### src/rtl/fifo_wr_arbiter.sv
// -----------------------------------------------------------------------------
// fifo_wr_arbiter
//
// Round-robin arbiter sharing the single FIFO write port between NUM_REQ
// requesters. A granted requester may write up to MAX_BURST words. Writing
// stalls while the FIFO is full. Priority rotates past the granted requester
// after every burst, and one idle cycle separates consecutive bursts.
//
// Ports:
//   clk        - clock, rising edge
//   rst        - asynchronous, active-high reset
//   req        - per-requester request (word ready on its data slice)
//   req_data   - packed requester words, requester i at [i*DATA_WIDTH +: DATA_WIDTH]
//   fifo_full  - FIFO full flag
//   ack        - one-hot, combinational: requester's word written this cycle
//   grant      - one-hot registered grant, zero when idle
//   grant_id   - index of the granted requester, zero when idle
//   fifo_we    - FIFO write enable, combinational
//   fifo_wdata - granted requester's word, zero when idle
//   busy       - high while a burst is in progress
// -----------------------------------------------------------------------------
module fifo_wr_arbiter #(
  parameter int NUM_REQ    = 4,
  parameter int DATA_WIDTH = 8,
  parameter int MAX_BURST  = 4
) (
  input  logic                          clk,
  input  logic                          rst,
  input  logic [NUM_REQ-1:0]            req,
  input  logic [NUM_REQ*DATA_WIDTH-1:0] req_data,
  input  logic                          fifo_full,
  output logic [NUM_REQ-1:0]            ack,
  output logic [NUM_REQ-1:0]            grant,
  output logic [$clog2(NUM_REQ)-1:0]    grant_id,
  output logic                          fifo_we,
  output logic [DATA_WIDTH-1:0]         fifo_wdata,
  output logic                          busy
);

  localparam int IDW = $clog2(NUM_REQ);
  localparam int CW  = $clog2(MAX_BURST + 1);

  typedef enum logic [0:0] {
    IDLE  = 1'b0,
    BURST = 1'b1
  } state_t;

  state_t             state_q, state_d;
  logic [IDW-1:0]     rr_ptr_q, rr_ptr_d;
  logic [NUM_REQ-1:0] grant_q, grant_d;
  logic [IDW-1:0]     grant_id_q, grant_id_d;
  logic [CW-1:0]      burst_cnt_q, burst_cnt_d;

  logic               sel_found_s;
  logic [IDW-1:0]     sel_id_s;
  logic               busy_s;
  logic               req_g_s;
  logic               we_s;
  logic               last_s;
  logic [IDW-1:0]     rr_next_s;

  // Round-robin search: first set request starting at rr_ptr, wrapping.
  always_comb begin
    int idx;
    idx         = 0;
    sel_found_s = 1'b0;
    sel_id_s    = '0;
    for (int k = 0; k < NUM_REQ; k++) begin
      idx = int'(rr_ptr_q) + k;
      if (idx >= NUM_REQ) begin
        idx = idx - NUM_REQ;
      end else begin
        idx = idx;
      end
      if (!sel_found_s && req[idx]) begin
        sel_found_s = 1'b1;
        sel_id_s    = IDW'(idx);
      end else begin
        sel_id_s    = sel_id_s;
      end
    end
  end

  // Write datapath: only the granted requester can reach the FIFO, and never
  // while the FIFO is full. Data follows the grant even during a stall.
  always_comb begin
    busy_s  = (state_q == BURST);
    req_g_s = req[grant_id_q];
    we_s    = busy_s & req_g_s & ~fifo_full;
    last_s  = (burst_cnt_q == CW'(MAX_BURST - 1));
    if (we_s) begin
      ack = grant_q;
    end else begin
      ack = '0;
    end
    if (busy_s) begin
      fifo_wdata = req_data[int'(grant_id_q)*DATA_WIDTH +: DATA_WIDTH];
    end else begin
      fifo_wdata = '0;
    end
  end

  // Priority pointer moves to the requester after the one just served.
  always_comb begin
    if (grant_id_q == IDW'(NUM_REQ - 1)) begin
      rr_next_s = '0;
    end else begin
      rr_next_s = grant_id_q + IDW'(1);
    end
  end

  // Next-state logic of the IDLE/BURST controller.
  always_comb begin
    state_d     = state_q;
    rr_ptr_d    = rr_ptr_q;
    grant_d     = grant_q;
    grant_id_d  = grant_id_q;
    burst_cnt_d = burst_cnt_q;
    case (state_q)
      IDLE: begin
        if (sel_found_s) begin
          state_d     = BURST;
          grant_d     = {{(NUM_REQ-1){1'b0}}, 1'b1} << sel_id_s;
          grant_id_d  = sel_id_s;
          burst_cnt_d = '0;
        end else begin
          state_d     = IDLE;
        end
      end
      BURST: begin
        // Release when the requester withdraws or its last word is written.
        // A full FIFO alone never releases the grant.
        if (!req_g_s || (we_s && last_s)) begin
          state_d     = IDLE;
          rr_ptr_d    = rr_next_s;
          grant_d     = '0;
          grant_id_d  = '0;
          burst_cnt_d = '0;
        end else if (we_s) begin
          burst_cnt_d = burst_cnt_q + CW'(1);
        end else begin
          burst_cnt_d = burst_cnt_q;
        end
      end
      default: begin
        state_d     = IDLE;
        rr_ptr_d    = '0;
        grant_d     = '0;
        grant_id_d  = '0;
        burst_cnt_d = '0;
      end
    endcase
  end

  // State registers; asynchronous reset abandons any burst in progress.
  always_ff @(posedge clk or posedge rst) begin
    if (rst) begin
      state_q     <= IDLE;
      rr_ptr_q    <= '0;
      grant_q     <= '0;
      grant_id_q  <= '0;
      burst_cnt_q <= '0;
    end else begin
      state_q     <= state_d;
      rr_ptr_q    <= rr_ptr_d;
      grant_q     <= grant_d;
      grant_id_q  <= grant_id_d;
      burst_cnt_q <= burst_cnt_d;
    end
  end

  assign grant    = grant_q;
  assign grant_id = grant_id_q;
  assign fifo_we  = we_s;
  assign busy     = busy_s;

endmodule

### config.mk
export PLATFORM = sky130hd
export DESIGN_NAME = fifo_wr_arbiter
export DESIGN_NICKNAME = d
export VERILOG_FILES = /design/src/rtl/fifo_wr_arbiter.sv
export SDC_FILE = /design/constraint.sdc
export NUM_CORES = 1
export LEC_CHECK = 0
export CAP_MARGIN = 30
export CORE_MARGIN = 10
export CORE_UTILIZATION = 39
export DETAILED_ROUTE_END_ITERATION = 10
export PLACE_DENSITY = 0.87
export SETUP_SLACK_MARGIN = 0.4
export SKIP_CTS_REPAIR_TIMING = 1
export SYNTH_ARGS = -nofsm -noshare
export SYNTH_HDL_FRONTEND = slang
export SYNTH_SLANG_ARGS = --single-unit
export TNS_END_PERCENT = 1
### constraint.sdc
create_clock -name clk -period 2.94 [get_ports clk]
set_input_delay 0.735 -clock clk [delete_from_list [all_inputs] [get_ports clk]]
set_output_delay 0.735 -clock clk [all_outputs]
set_load 0.02 [all_outputs]
==> run metrics <==
commonest non-fill, non-tap cell in the layout=clkdlybuf4s50_1; Tmin final=2.629 ns; ANT cells=0; period utilization=0.8941; CTS Sinks=12; die width=69.54 um; final hold violations=0; critical-path maximum fanout=1; Post-DP HPWL=2627 um; Critical Path Start Type=input pin; reg2reg end=rr_ptr_q[1]; Ports=59; worst r2r src=grant_id[0]; # rows=17; Max-Cap Viols=0; Final Setup Violations=0; Yosys warnings=0; via count=997; synthesized area=957.2 sq um; Max Fclk=0.3804 GHz; Vias per Instance=5.478; synth unique cells=29; Pwr Density=838.0 nW/um^2; flop2flop setup slack=1.16 ns; Slew Limit Headroom=0.6756; Syn Area/Cell=11.26 sq um; fraction of layout cells with a size suffix above 1=0.3377; Seq/Total Area, Yosys=0.3137; most frequent cells in the layout=clkdlybuf4s50_1, dlymetal6s2s_1, buf_4, dfrtp_1, mux4_2; RSZ-0062 raised after global routing=true; GR Util All Layers=0.1323; Layout Skew=0.001171 ns; drt drc=0; post-route ant nets=0; Post-Route WL=3369 um; Reg clk slew, reported paths=0.08 ns; EDFF count, synth=0; root buf cell=clkbuf_4; ys flop type=dfrtp_1; die area=4836 sq um; clock latency on the worst-skew pair=0.28 ns; CTS Buf Count=3; antenna violations before repair=0; Synth Net Count=127; TritonCTS clock tree=built; Area contributors post-synth=dfrtp_1, mux4_2, and2_1, mux2_4, a32o_1; post-layout net count=197; Pre-antenna DRT Iters=4; CP max stage delay=0.46 ns; GPL Wtd Cong=0.8931; H-tree lvl count=1; first-pass GRT wire length=5382 um; worst-margin pin slew=0.4861 ns; worst path cell trace=clkdlybuf4s50_1, mux4_2, and2_4, buf_6; status=finished clean; CP endpoint kind=output pin; grt ovf=0; setup ws final=0.3113 ns; Min-Delay Path Depth=1; number of DRC markers in iteration 0=53; Starting Density=0.4206; Gate Count Post-Synth=85; core box area=2276 sq um; worst hold path type=reg2reg; clock buffer depth=2; Async S/R FF share, synth=1.000; Reg2Reg Depth=4; final slew viol count=0; Tot Pwr=1.445 mW; Setup WS pre-CTS=-0.3061 ns; Crit path required time=2.20 ns; detailed-route wire length per cell=18.51 um; hold path endpoint=burst_cnt_q[2]; leading area contributor after synthesis=dfrtp_1; worst path arrival time=1.89 ns; post-synthesis register bit count=12; Pleak=0.8705 nW; pin count of the biggest net entering global routing=14; Yosys top cell area share=0.3137; peak supply drop=571.3 uV; WS Path Type=in2out; PortBufs=58; hold_sp=burst_cnt_q[2]; slowest CP cell=mux4_2; number of global-route vias before repair=1048; die height=69.54 um; area delta synth->final=80.13%
[layout make-up]
| class | instances | area [sq um] |
|---|---|---|
| Fill cell | 147 | 551.8 |
| Clock buffer | 4 | 36.28 |
| Sequential cell | 12 | 300.3 |
| Timing Repair Buffer | 69 | 693.2 |
| Multi-Input combinational cell | 64 | 640.6 |
| Inverter | 5 | 18.77 |
| Tap cell | 28 | 35.03 |
[through the flow]
stage	util	cells	setup TNS, ns	hold slack [ns]	area [sq um]
floorplan	-	85	0	0.4814	957.2
global placement	0.7196	178	-1.869	0.4956	1638
detailed placement	0.7196	178	-2.032	0.5065	1638
CTS	0.7356	182	-2.074	0.5252	1674
global route	0.7576	182	0	0.5501	1724
finish	0.7576	182	0	0.5301	1724
[sequential cells by signal (all words and copies together) (netlist names)]
signal       count
burst_cnt_q      3
busy             1
grant            4
grant_id         2
rr_ptr_q         2
[logic make-up after synthesis]
| logic type | after synthesis | share of synthesized area |
|---|---|---|
| DFF | 12 | 0.3137 |
| buffers and inverters | 9 | 0.03791 |
| and+or+nand+nor | 30 | 0.1856 |
| adders and majority gates | 3 | 0.03922 |
| AOI/OAI and AO/OA | 16 | 0.1307 |
| muxes | 15 | 0.2928 |
[Yosys cell counts, types with 2 or more instances]
cell,n
a21oi_1,4
a22o_1,2
a32o_1,4
and2_1,12
buf_2,2
clkbuf_1,2
dfrtp_1,12
ha_1,3
inv_1,5
mux2_1,2
mux2_4,3
mux4_2,9
nand2_1,3
nand3_2,2
nor2_1,6
[worst max-delay path: cells and delay by family]
kind	cells	cell delay (ns)
buffers and inverters	2	0.53
muxes	1	0.46
and+or+nand+nor	1	0.17
[routing by layer]
layer | GRT usage | part of all wire | up-vias
met1 | 0.1802 | 0.47 | 470
met5 | 0 | 0 | -
li1 | - | - | 460
met4 | 0.02661 | 0.0074 | 0
met3 | 0.05136 | 0.10 | 3
met2 | 0.1915 | 0.42 | 64
[report_power, final]
group / switching [mW] / internal, mW
clock: 0.0641 / 0.0754
combinational: 0.467 / 0.552
sequential: 0.0579 / 0.229
[worst max path at each step]
stage / from / depth (start not counted) / end
after global routing: req_data[19] / 4 / fifo_wdata[3]
after detailed placement: req[3] / 6 / ack[3]
final: req_data[19] / 4 / fifo_wdata[3]
after CTS: req[2] / 6 / ack[3]
after floorplan: req[1] / 4 / ack[0]
after global placement: req[2] / 6 / ack[1]
(Power assumes the default switching activity.)
